===== src/rtl/pipeline_stall_controller.sv =====
// Central stall/flush sequencer for the 5-stage pipeline: tracks destination tags in EXE/MEM,
// resolves wait/flush/stall/run priority and keeps saturating stall counters.
module pipeline_stall_controller #(
   parameter int CNT_W  = 16,
   parameter int NREG_W = 4
) (
   input  logic              clk,
   input  logic              rst,
   input  logic              id_valid_i,
   input  logic [NREG_W-1:0] id_src1_i,
   input  logic [NREG_W-1:0] id_src2_i,
   input  logic              id_two_src_i,
   input  logic              id_wb_en_i,
   input  logic [NREG_W-1:0] id_dest_i,
   input  logic              id_mem_read_i,
   input  logic              fwd_en_i,
   input  logic              branch_taken_i,
   input  logic              mem_ready_i,
   input  logic              perf_clr_i,
   output logic              pc_freeze_o,
   output logic              ifid_freeze_o,
   output logic              ifid_flush_o,
   output logic              idexe_bubble_o,
   output logic              pipe_freeze_o,
   output logic              hazard_detected_o,
   output logic [CNT_W-1:0]  hazard_stall_cnt_o,
   output logic [CNT_W-1:0]  mem_wait_cnt_o
);

   typedef enum logic [1:0] {
      MODE_RUN   = 2'd0,
      MODE_STALL = 2'd1,
      MODE_FLUSH = 2'd2,
      MODE_WAIT  = 2'd3
   } mode_e;

   logic              exe_valid_q, exe_valid_d;
   logic              exe_wb_q, exe_wb_d;
   logic              exe_mrd_q, exe_mrd_d;
   logic [NREG_W-1:0] exe_dest_q, exe_dest_d;
   logic              mem_valid_q, mem_valid_d;
   logic              mem_wb_q, mem_wb_d;
   logic [NREG_W-1:0] mem_dest_q, mem_dest_d;
   logic [CNT_W-1:0]  hstall_q, hstall_d;
   logic [CNT_W-1:0]  mwait_q, mwait_d;

   logic  match_exe_s, match_mem_s, hazard_s;
   mode_e mode_s;

   // Source operands against each shadow slot; src2 only counts when it is a real operand.
   always_comb begin
      match_exe_s = exe_valid_q & exe_wb_q & id_valid_i &
                    ((id_src1_i == exe_dest_q) | (id_two_src_i & (id_src2_i == exe_dest_q)));
      match_mem_s = mem_valid_q & mem_wb_q & id_valid_i &
                    ((id_src1_i == mem_dest_q) | (id_two_src_i & (id_src2_i == mem_dest_q)));
      if (fwd_en_i) begin
         hazard_s = match_exe_s & exe_mrd_q;
      end else begin
         hazard_s = match_exe_s | match_mem_s;
      end
   end

   // Prioritise memory wait over branch flush over hazard stall.
   always_comb begin
      if (!mem_ready_i) begin
         mode_s = MODE_WAIT;
      end else if (branch_taken_i) begin
         mode_s = MODE_FLUSH;
      end else if (hazard_s) begin
         mode_s = MODE_STALL;
      end else begin
         mode_s = MODE_RUN;
      end
   end

   // Control outputs decoded from the active mode, all held low during reset.
   always_comb begin
      pc_freeze_o       = 1'b0;
      ifid_freeze_o     = 1'b0;
      ifid_flush_o      = 1'b0;
      idexe_bubble_o    = 1'b0;
      pipe_freeze_o     = 1'b0;
      hazard_detected_o = 1'b0;
      if (rst) begin
         hazard_detected_o = 1'b0;
      end else begin
         hazard_detected_o = hazard_s;
         case (mode_s)
            MODE_WAIT: begin
               pc_freeze_o   = 1'b1;
               ifid_freeze_o = 1'b1;
               pipe_freeze_o = 1'b1;
            end
            MODE_FLUSH: begin
               ifid_flush_o   = 1'b1;
               idexe_bubble_o = 1'b1;
            end
            MODE_STALL: begin
               pc_freeze_o    = 1'b1;
               ifid_freeze_o  = 1'b1;
               idexe_bubble_o = 1'b1;
            end
            MODE_RUN:   pc_freeze_o = 1'b0;
            default:    pc_freeze_o = 1'b0;
         endcase
      end
   end

   // Shadow slot advance: frozen in wait, bubble into EXE on flush/stall, ID tag on run.
   always_comb begin
      exe_valid_d = exe_valid_q;
      exe_wb_d    = exe_wb_q;
      exe_mrd_d   = exe_mrd_q;
      exe_dest_d  = exe_dest_q;
      mem_valid_d = exe_valid_q;
      mem_wb_d    = exe_wb_q;
      mem_dest_d  = exe_dest_q;
      case (mode_s)
         MODE_WAIT: begin
            mem_valid_d = mem_valid_q;
            mem_wb_d    = mem_wb_q;
            mem_dest_d  = mem_dest_q;
         end
         MODE_FLUSH, MODE_STALL: begin
            exe_valid_d = 1'b0;
            exe_wb_d    = 1'b0;
            exe_mrd_d   = 1'b0;
            exe_dest_d  = '0;
         end
         MODE_RUN: begin
            exe_valid_d = id_valid_i;
            exe_wb_d    = id_wb_en_i;
            exe_mrd_d   = id_mem_read_i;
            exe_dest_d  = id_dest_i;
         end
         default: begin
            exe_valid_d = 1'b0;
         end
      endcase
   end

   // Saturating counters; a clear request beats an increment in the same cycle.
   always_comb begin
      hstall_d = hstall_q;
      mwait_d  = mwait_q;
      if (perf_clr_i) begin
         hstall_d = '0;
         mwait_d  = '0;
      end else begin
         if ((mode_s == MODE_STALL) && (hstall_q != {CNT_W{1'b1}})) begin
            hstall_d = hstall_q + CNT_W'(1);
         end else begin
            hstall_d = hstall_q;
         end
         if ((mode_s == MODE_WAIT) && (mwait_q != {CNT_W{1'b1}})) begin
            mwait_d = mwait_q + CNT_W'(1);
         end else begin
            mwait_d = mwait_q;
         end
      end
   end

   // State registers with synchronous reset.
   always_ff @(posedge clk) begin
      if (rst) begin
         exe_valid_q <= 1'b0;
         exe_wb_q    <= 1'b0;
         exe_mrd_q   <= 1'b0;
         exe_dest_q  <= '0;
         mem_valid_q <= 1'b0;
         mem_wb_q    <= 1'b0;
         mem_dest_q  <= '0;
         hstall_q    <= '0;
         mwait_q     <= '0;
      end else begin
         exe_valid_q <= exe_valid_d;
         exe_wb_q    <= exe_wb_d;
         exe_mrd_q   <= exe_mrd_d;
         exe_dest_q  <= exe_dest_d;
         mem_valid_q <= mem_valid_d;
         mem_wb_q    <= mem_wb_d;
         mem_dest_q  <= mem_dest_d;
         hstall_q    <= hstall_d;
         mwait_q     <= mwait_d;
      end
   end

   assign hazard_stall_cnt_o = hstall_q;
   assign mem_wait_cnt_o     = mwait_q;

endmodule


===== config.mk =====
export PLATFORM = sky130hd
export DESIGN_NAME = pipeline_stall_controller
export DESIGN_NICKNAME = d
export VERILOG_FILES = /design/src/rtl/pipeline_stall_controller.sv
export SDC_FILE = /design/constraint.sdc
export NUM_CORES = 1
export LEC_CHECK = 0
export CORE_ASPECT_RATIO = 1.5
export CORE_MARGIN = 5
export CORE_UTILIZATION = 33
export DETAILED_ROUTE_END_ITERATION = 16
export PLACE_DENSITY = 0.64
export SKIP_LAST_GASP = 1
export SLEW_MARGIN = 20
export SYNTH_ARGS = -nofsm -noshare
export SYNTH_HDL_FRONTEND = slang
export SYNTH_SLANG_ARGS = --single-unit

===== constraint.sdc =====
create_clock -name clk -period 7.1 [get_ports clk]
set_input_delay 1.42 -clock clk [delete_from_list [all_inputs] [get_ports clk]]
set_output_delay 1.42 -clock clk [all_outputs]
set_load 0.05 [all_outputs]

# Word level (Yosys, flattened, before mapping)
# Index checks and enable logic that the tools add are counted.
totals:
  register_bits: 45
op_classes:
  bitwise: 12
  add_sub_neg: 2
  n_mux: 17
  eq_ne: 9
  n_reduce_logical: 7
ops:
  columns: ["operator", "count"]
  rows:
  - ["$add 16x1->16 const B", 2]
  - ["$ne 16x16->1 const B", 2]
  - ["$eq 4x4->1", 4]
  - ["$mux 1", 11]
  - ["$and 1x1->1", 9]
  - ["$pmux 4 s2", 1]
  - ["$pmux 1 s2", 3]
  - ["$reduce_or 2->1", 3]
  - ["$eq 2x2->1 const B", 2]
  - ["$mux 2", 2]
  - ["$or 1x1->1", 3]
  - ["$eq 2x1->1 const B", 1]
  - ["$logic_and 1x1->1", 2]
  - ["$logic_not 2->1", 1]
  - ["$reduce_bool 2->1", 1]

# Logic depth before layout (Yosys ltp)
# Gate-level depths: netlist (run 1).
depth:
  word_depth: 13
  ltp_mapped: 12

# Least setup slack after synthesis (run 1)
# Ideal clock, no wire load.
synth_timing:
  kind: "input to output"
  startpoint: "in id_src2_i[1]"
  endpoint: "out pipe_freeze_o"
  cell_stages: 8
  path_slack_ns: 1.977
  t_arrival_ns: 3.703
  path_buffers: 1
  t_required_ns: 5.680
  cell_sequence: "xor2_1 -> or4b_1 -> o32ai_1 -> o21bai_1 -> nand2_1 -> ha_1 -> clkbuf_1 -> nor2b_1"
synth_between:
  elab_chain_len: 12
  word_cells_on_any_way: 17
  classes_between: "eq/ne: 3; mux: 6; bitwise: 8"
synth_rtl:
  columns: ["element", "line", "text"]
  rows:
  - ["from (decl)", "11", "input logic [NREG_W-1:0] id_src2_i,"]
  - ["$eq 4x4->1, on equally long branches", "53, 55", null]
  - ["$and 1x1->1, on equally long branches", "53, 55", null]
  - ["$or 1x1->1, on equally long branches", "53, 55", null]
  - ["$and 1x1->1, on equally long branches", "52, 54", null]
  - ["$or 1x1->1 or $and 1x1->1 (tied branches)", "59, 57", null]
  - ["$mux 1 *", "56", "if (fwd_en_i) begin"]
  - ["$mux 1 *", "69", "end else if (hazard_s) begin"]
  - ["$mux 2 *", "67", "end else if (branch_taken_i) begin"]
  - ["$mux 2 *", "65", "if (!mem_ready_i) begin"]
  - ["$eq 2x2->1 *", "88", "case (mode_s)"]
  - ["$mux 1 *", "88", null]
  - ["$mux 1 *", "84", "if (rst) begin"]
  - ["to (decl)", "24", "output logic pipe_freeze_o,"]
# Every way passes the cells marked *; elsewhere a longest branch is shown, timed or not.

# Final worst setup path (run 1)
layout_timing:
  startpoint: "in id_valid_i"
  endpoint: "out idexe_bubble_o"
layout_between:
  elab_chain_len: 11
  word_cells_on_any_way: 15
  classes_between: "eq/ne: 2; mux: 6; bitwise: 6; reduce/logical: 1"
layout_rtl:
  columns: ["element", "line", "text"]
  rows:
  - ["from (decl)", "9", "input logic id_valid_i,"]
  - ["$and 1x1->1, on equally long branches (2 in series)", "52, 54", null]
  - ["$or 1x1->1 or $and 1x1->1 (tied branches)", "59, 57", null]
  - ["$mux 1 *", "56", null]
  - ["$mux 1 *", "69", null]
  - ["$mux 2 *", "67", null]
  - ["$mux 2 *", "65", null]
  - ["$eq 2x1->1 or $eq 2x2->1 (tied branches)", "88", null]
  - ["$reduce_or 2->1 (no line) *", null, null]
  - ["$mux 1 *", "88", null]
  - ["$mux 1 *", "84", null]
  - ["to (decl)", "23", "output logic idexe_bubble_o,"]
# Marked as above.

==> results.yml, run 1 <==
clock_network:
  cts_max_path_buffers: 2
  cts_tree: "yes"
  post_cts_buffers: 0
  post_cts_resized: 0
  cts_sinks: 45
  hold_buffers: 0
  h-tree-depth: 2
  cts_root_buf: "clkbuf_8"
  clk_latency_ns: 0.30
  path_clk_slew_ns: 0.08
  numCtsBuffers: 5
sta:
  hold_slack_ns: 0.523
  maxSlewHeadroom_pct: 51.7
  worst_slew_pin_slew_ns: 0.722
  setup-tns-final_ns: 0
  period_needed_ns: 5.70
  period_share_pct: 80.2
  clock.fmax_mhz: 176
  maxSlewViolCount: 0
  rsz0062_at_grt: "false"
  skew_ns: 0.0121
  hold_viol: 0
  setup_viol: 0
min_path:
  min_from: "mem_wait_cnt_o[1]"
  hp-class: "reg2reg"
  holdPathEnd: "mem_wait_cnt_o[1]"
  holdPathStages: 2
floorplan:
  die_y_um: 113
  io-pin-count: 60
  rows: 37
  fp.coreArea_sq_um: 6900
  die_w_um: 78.7
  initial_core_util_pct: 33.9
  die_area_sq_um: 8900
pwr:
  seqPwrFrac_pct: 53.4
  p_sw_uw: 114
  switching_share_pct: 23.8
  powerDensity_nw_per_um2: 155
  p_comb_share_pct: 10.3
  leakagePower_uw: 0.00107
  internal_power_uw: 364
  vdd_drop_max_mv: 0.0799
  clkPwrFrac_pct: 36.3
grt:
  antenna_found_initial: 0
  grt_pass1_vias: 2178
  grt_pass1_wl_mm: 9.52
  grt-ovfl-total: 0
  grt_max_degree: 30
  gr-usage-all-layers_pct: 13.0
flow_run:
  max-cap-violations: 0
worst_setup_path:
  worstSetupPathType: "in2out"
  worstPathMaxFanout: 4
  setup.worst_path.start_class: "input pin"
  end_kind: "output port"
  reg2reg_from: "exe_dest_q[1]"
  cp.arrival_ns: 4.28
  ff2ff_path_depth: 11
  cp_data_required_time_ns: 5.68
  r2r_end: "hazard_stall_cnt_o[13]"
  ff2ff_setup_slack_ns: 4.16
finish:
  antenna_cells: 0
  drive_gt1_share_pct: 4.22
  syn_to_final_growth_pct: 31.9
  num-fill-cells: 679
  nNetsFinal: 358
place:
  place_hpwl_mm: 4.26
  place_congestion: 0.864
  io_buffers: 59
synthesis:
  syn_nets: 302
  syn_inst: 275
  ys_seq_area_share_pct: 38.6
  syn_area_per_cell_sq_um: 8.49
  synth-seq-cells: 45
  synth_edf_count: 0
  synth_ff_type: "dfxtp_1"
  synth-async-reset-ratio_pct: 0
  synthDistinctLibCells: 44
  ys.warnings.count: 0
  syn-cell-area_sq_um: 2340
detailed_routing:
  drt-total-wl_mm: 5.53
  ant_nets: 0
  drc: 0
  highest_layer: "met4"
  wl_per_cell_um: 13.5
  drt-met1-wl_mm: 2.28
  vias: 2138
  routed_via_density: 5.21
  wl_met3_um: 262
  drtIter0Drc: 57
  drt_first_pass_iters: 4
  route.met2.wl_mm: 2.85
status:
  status: "finished clean"
-- worst max-delay path, stage by stage --
cell,delay (ns)
clkdlybuf4s50_1,0.52
nand3_1,0.11
or4b_1,0.50
o32ai_1,0.22
o21bai_1,0.14
and2_1,0.17
ha_1,0.26
nor2b_1,0.11
clkdlybuf4s50_1,0.82
-- how the worst max path moves through the flow --
stage | from | to | slack (ns) | cells after the start
after floorplan | id_src2_i[1] | pipe_freeze_o | 1.98 | 8
final | id_valid_i | idexe_bubble_o | 1.40 | 9
after global placement | id_valid_i | idexe_bubble_o | 1.41 | 9
after detailed placement | id_valid_i | idexe_bubble_o | 1.40 | 9
after CTS | id_valid_i | idexe_bubble_o | 1.40 | 9
after global routing | id_valid_i | idexe_bubble_o | 1.27 | 9
-- metrics by stage --
stage / utilization (%) / worst slack, ns / power [uW] / instances / cell area, sq um
after floorplan: - / 1.98 / 289 / 275 / 2340
after global placement: 43.2 / 1.41 / 310 / 402 / 2980
after detailed placement: 43.2 / 1.40 / 311 / 402 / 2980
after CTS: 44.7 / 1.40 / 485 / 410 / 3080
after global routing: 44.7 / 1.27 / 501 / 410 / 3080
final: 44.7 / 1.40 / 478 / 410 / 3080
-- cells in the mapped netlist (4+ instances only) --
cell / count / area (sq um)
and3_1: 7 / 43.8
o21ai_0: 6 / 30.0
nor3_1: 9 / 45.0
a22oi_1: 6 / 45.0
inv_1: 4 / 15.0
nand2_1: 15 / 56.3
nor2_1: 44 / 165
xor2_1: 12 / 105
mux2i_1: 6 / 60.1
nand4_1: 9 / 56.3
ha_1: 5 / 62.6
nand2b_1: 5 / 31.3
clkbuf_1: 6 / 22.5
a21oi_1: 9 / 45.0
xnor2_1: 24 / 210
nor2b_1: 4 / 25.0
nor3b_1: 4 / 30.0
dfxtp_1: 45 / 901
nand3_1: 17 / 85.1
-- layout by cell type, fill, tap and decap left out, drive strengths merged, types with 9 or more instances in the layout --
| cell | count |
|---|---|
| nand4 | 10 |
| nand3 | 17 |
| xnor2 | 24 |
| dfxtp | 45 |
| nor2 | 44 |
| a21oi | 9 |
| xor2 | 12 |
| nand2 | 15 |
| nor3 | 9 |
| clkdlybuf4s50 | 59 |
-- cells by family after synthesis --
logic type               after synthesis  synth area share, %
flip-flops                            45                 38.6
XOR/XNOR                              36                 13.5
AO/OA/AOI/OAI                         31                 8.36
AND/OR/NAND/NOR                      137                 31.5
adder cells (fa/ha/maj)                5                 2.68
multiplexers                           6                 2.57
buffers and inverters                 15                 2.84
-- sequential cells by signal, summed over array words and instances, names as in the netlist --
| name | count |
|---|---|
| exe_valid_q | 1 |
| hazard_stall_cnt_o | 16 |
| exe_dest_q | 4 |
| mem_wait_cnt_o | 16 |
| mem_wb_q | 1 |
| exe_wb_q | 1 |
| mem_valid_q | 1 |
| exe_mrd_q | 1 |
| mem_dest_q | 4 |
-- final cells by class --
class                   count  area, sq um  share of cell area, %
multi-input cells         215         1370                   44.4
flip-flops and latches     45          901                   29.2
repair buffers             60          598                   19.4
well taps                  78         97.6                   3.17
clock buffers               7         96.3                   3.13
inverters                   4         15.0                  0.487
clock inverters             1         5.00                  0.162
-- per-layer routing --
metal	vias to the layer above	track usage (%)
li1	1076	-
met1	1001	14.1
met2	51	24.3
met3	10	2.63
met4	0	5.02
met5	-	0
-- power by group through the flow --
stage	logic, uW	registers [uW]	clock network [uW]
finish	49.3	255	173
CTS	49.7	255	180
global placement	48.9	261	0
detailed placement	49.5	261	0
floorplan	26.1	263	0
global route	53.1	256	192
Note: power is estimated with default switching activity, not from simulation.
==> inputs of run 2 (changes only) <==
==> constraint.sdc (replaced) <==
create_clock -name clk -period 5.8 [get_ports clk]
set_input_delay 1.16 -clock clk [delete_from_list [all_inputs] [get_ports clk]]
set_output_delay 1.16 -clock clk [all_outputs]
set_load 0.05 [all_outputs]
==> run 2 against run 1 <==
Net effect:
- clock skew is 0.0021 ns lower
- total power is 16% higher
- highest routed layer unchanged
- die area unchanged
- via count fell by 1.2%
- critical path depth unchanged
- non-clock buffer count unchanged
- count of clock-buffer cells in the layout fell by 1
==> results.yml, run 2 (synthesis gave the netlist of run 1 again) <==
sta:
  setup_viol: 0
  maxSlewHeadroom_pct: 53.0
  setup-tns-final_ns: 0
  skew_ns: 0.00994
  clock.fmax_mhz: 192
  period_share_pct: 89.7
  rsz0062_at_grt: "false"
  worst_slew_pin_slew_ns: 0.703
  maxSlewViolCount: 0
  period_needed_ns: 5.20
  hold_viol: 0
detailed_routing:
  drt_first_pass_iters: 4
  vias: 2113
  drtIter0Drc: 70
  routed_via_density: 5.15
  wl_per_cell_um: 13.3
  drt-total-wl_mm: 5.46
  ant_nets: 0
  drc: 0
floorplan:
  io-pin-count: 60
  die_y_um: 113
  die_w_um: 78.7
  die_area_sq_um: 8900
  rows: 37
  fp.coreArea_sq_um: 6900
  initial_core_util_pct: 33.9
worst_setup_path:
  cp.arrival_ns: 4.04
  setup.worst_path.start_class: "input pin"
  worstPathMaxFanout: 4
  slowest_delay_ns: 0.83
  cp_data_required_time_ns: 4.64
  worstSetupPathType: "in2out"
  path_depth: 9
  ff2ff_path_depth: 11
  r2r_end: "hazard_stall_cnt_o[15]"
  path_common_cell: "clkdlybuf4s50_1"
  worst-path-buf-inv: 2
  end_kind: "output port"
  reg2reg_from: "exe_dest_q[1]"
  crit_family: "buffers and inverters"
  ff2ff_setup_slack_ns: 2.83
  slowest_stage: "clkdlybuf4s50_1"
  worstPathCellList: "clkdlybuf4s50_1 > nand3_1 > or4b_1 > o32ai_1 > o21bai_1 > and2_1 > ha_1 > nor2b_1 > clkdlybuf4s50_1"
min_path:
  holdPathEnd: "exe_mrd_q"
  min_from: "exe_mrd_q"
  hp-class: "reg2reg"
  holdPathStages: 2
place:
  io_buffers: 59
  place_congestion: 0.915
  place_hpwl_mm: 4.27
clock_network:
  cts_sinks: 45
  path_clk_slew_ns: 0.08
  cts_max_path_buffers: 2
  numCtsBuffers: 5
  post_cts_buffers: 0
  clk_latency_ns: 0.29
  hold_buffers: 0
  post_cts_resized: 0
  cts_tree: "yes"
  h-tree-depth: 2
  cts_root_buf: "clkbuf_8"
grt:
  antenna_found_initial: 0
  gr-usage-all-layers_pct: 12.8
  grt-ovfl-total: 0
  grt_max_degree: 30
  grt_pass1_vias: 2090
  grt_pass1_wl_mm: 9.43
finish:
  drive_gt1_share_pct: 4.22
  final_cell_mix: "clkdlybuf4s50_1, dfxtp_1, nor2_1"
  layout_commonest_cell: "clkdlybuf4s50_1"
  num-fill-cells: 680
  antenna_cells: 0
  nNetsFinal: 358
  syn_to_final_growth_pct: 31.0
pwr:
  powerDensity_nw_per_um2: 182
  power_uw: 556
  leakagePower_uw: 0.00106
  vdd_drop_max_mv: 0.106
flow_run:
  max-cap-violations: 0
status:
  status: "finished clean"
## run 2: area by class of cell
cell class / count / area [sq um] / area share, %
inverter: 4 / 15.0 / 0.491
multi-input combinational: 215 / 1370 / 44.7
timing repair buffer: 60 / 596 / 19.5
clock inverter: 2 / 10.0 / 0.327
sequential: 45 / 901 / 29.4
tap: 78 / 97.6 / 3.19
clock buffer: 6 / 72.6 / 2.37
## run 2: where the power goes
part | total, uW | switching [uW] | internal (uW)
registers | 313 | 2.12 | 310
clock network | 183 | 99.5 | 83.6
logic | 60.2 | 32.6 | 27.6
total | 556 | 134 | 422
## run 2: metrics by stage
stage | hold slack [ns] | setup slack [ns] | utilization, % | std cells | cell area [sq um]
after floorplan | 0.473 | 1.20 | - | 275 | 2340
after global placement | 0.495 | 0.637 | 43.2 | 402 | 2980
after detailed placement | 0.511 | 0.620 | 43.2 | 402 | 2980
after CTS | 0.528 | 0.600 | 44.4 | 410 | 3060
after global routing | 0.551 | 0.405 | 44.4 | 410 | 3060
final | 0.522 | 0.598 | 44.4 | 410 | 3060
## run 2: worst reg2reg max path, delay by kind of cell (launching register included)
kind / cells / cell delay, ns
and+or+nand+nor: 6 / 1.47
AOI/OAI and AO/OA: 2 / 0.37
adders and majority gates: 1 / 0.28
xor gates and xnor gates: 2 / 0.36
DFF: 1 / 0.36
## run 2: how the worst max path moves through the flow
| stage | from | end |
|---|---|---|
| final | id_valid_i | idexe_bubble_o |
| after detailed placement | id_valid_i | idexe_bubble_o |
| after CTS | id_valid_i | idexe_bubble_o |
| after floorplan | id_src2_i[1] | pipe_freeze_o |
| after global routing | id_valid_i | idexe_bubble_o |
| after global placement | id_valid_i | idexe_bubble_o |
## run 2: metal layers
metal	global-route usage, %	vias up	share of wire [%]
li1	-	1072	-
met1	13.3	985	41
met2	24.4	50	53
met3	2.87	6	4.8
met4	4.32	0	1.5
met5	0	-	0
==> inputs of run 3 (changes only) <==
--- a/config.mk
+++ b/config.mk
@@ -5,10 +5,12 @@
 export SDC_FILE = /design/constraint.sdc
 export NUM_CORES = 1
 export LEC_CHECK = 0
+export ABC_CLOCK_PERIOD_IN_PS = 5800
 export CORE_ASPECT_RATIO = 1.5
 export CORE_MARGIN = 5
 export CORE_UTILIZATION = 33
 export DETAILED_ROUTE_END_ITERATION = 16
+export HOLD_SLACK_MARGIN = 0.06
 export PLACE_DENSITY = 0.64
 export SKIP_LAST_GASP = 1
 export SLEW_MARGIN = 20
==> results of run 3 <==
The final DEF is identical to that of run 2; final timing and power are the same.
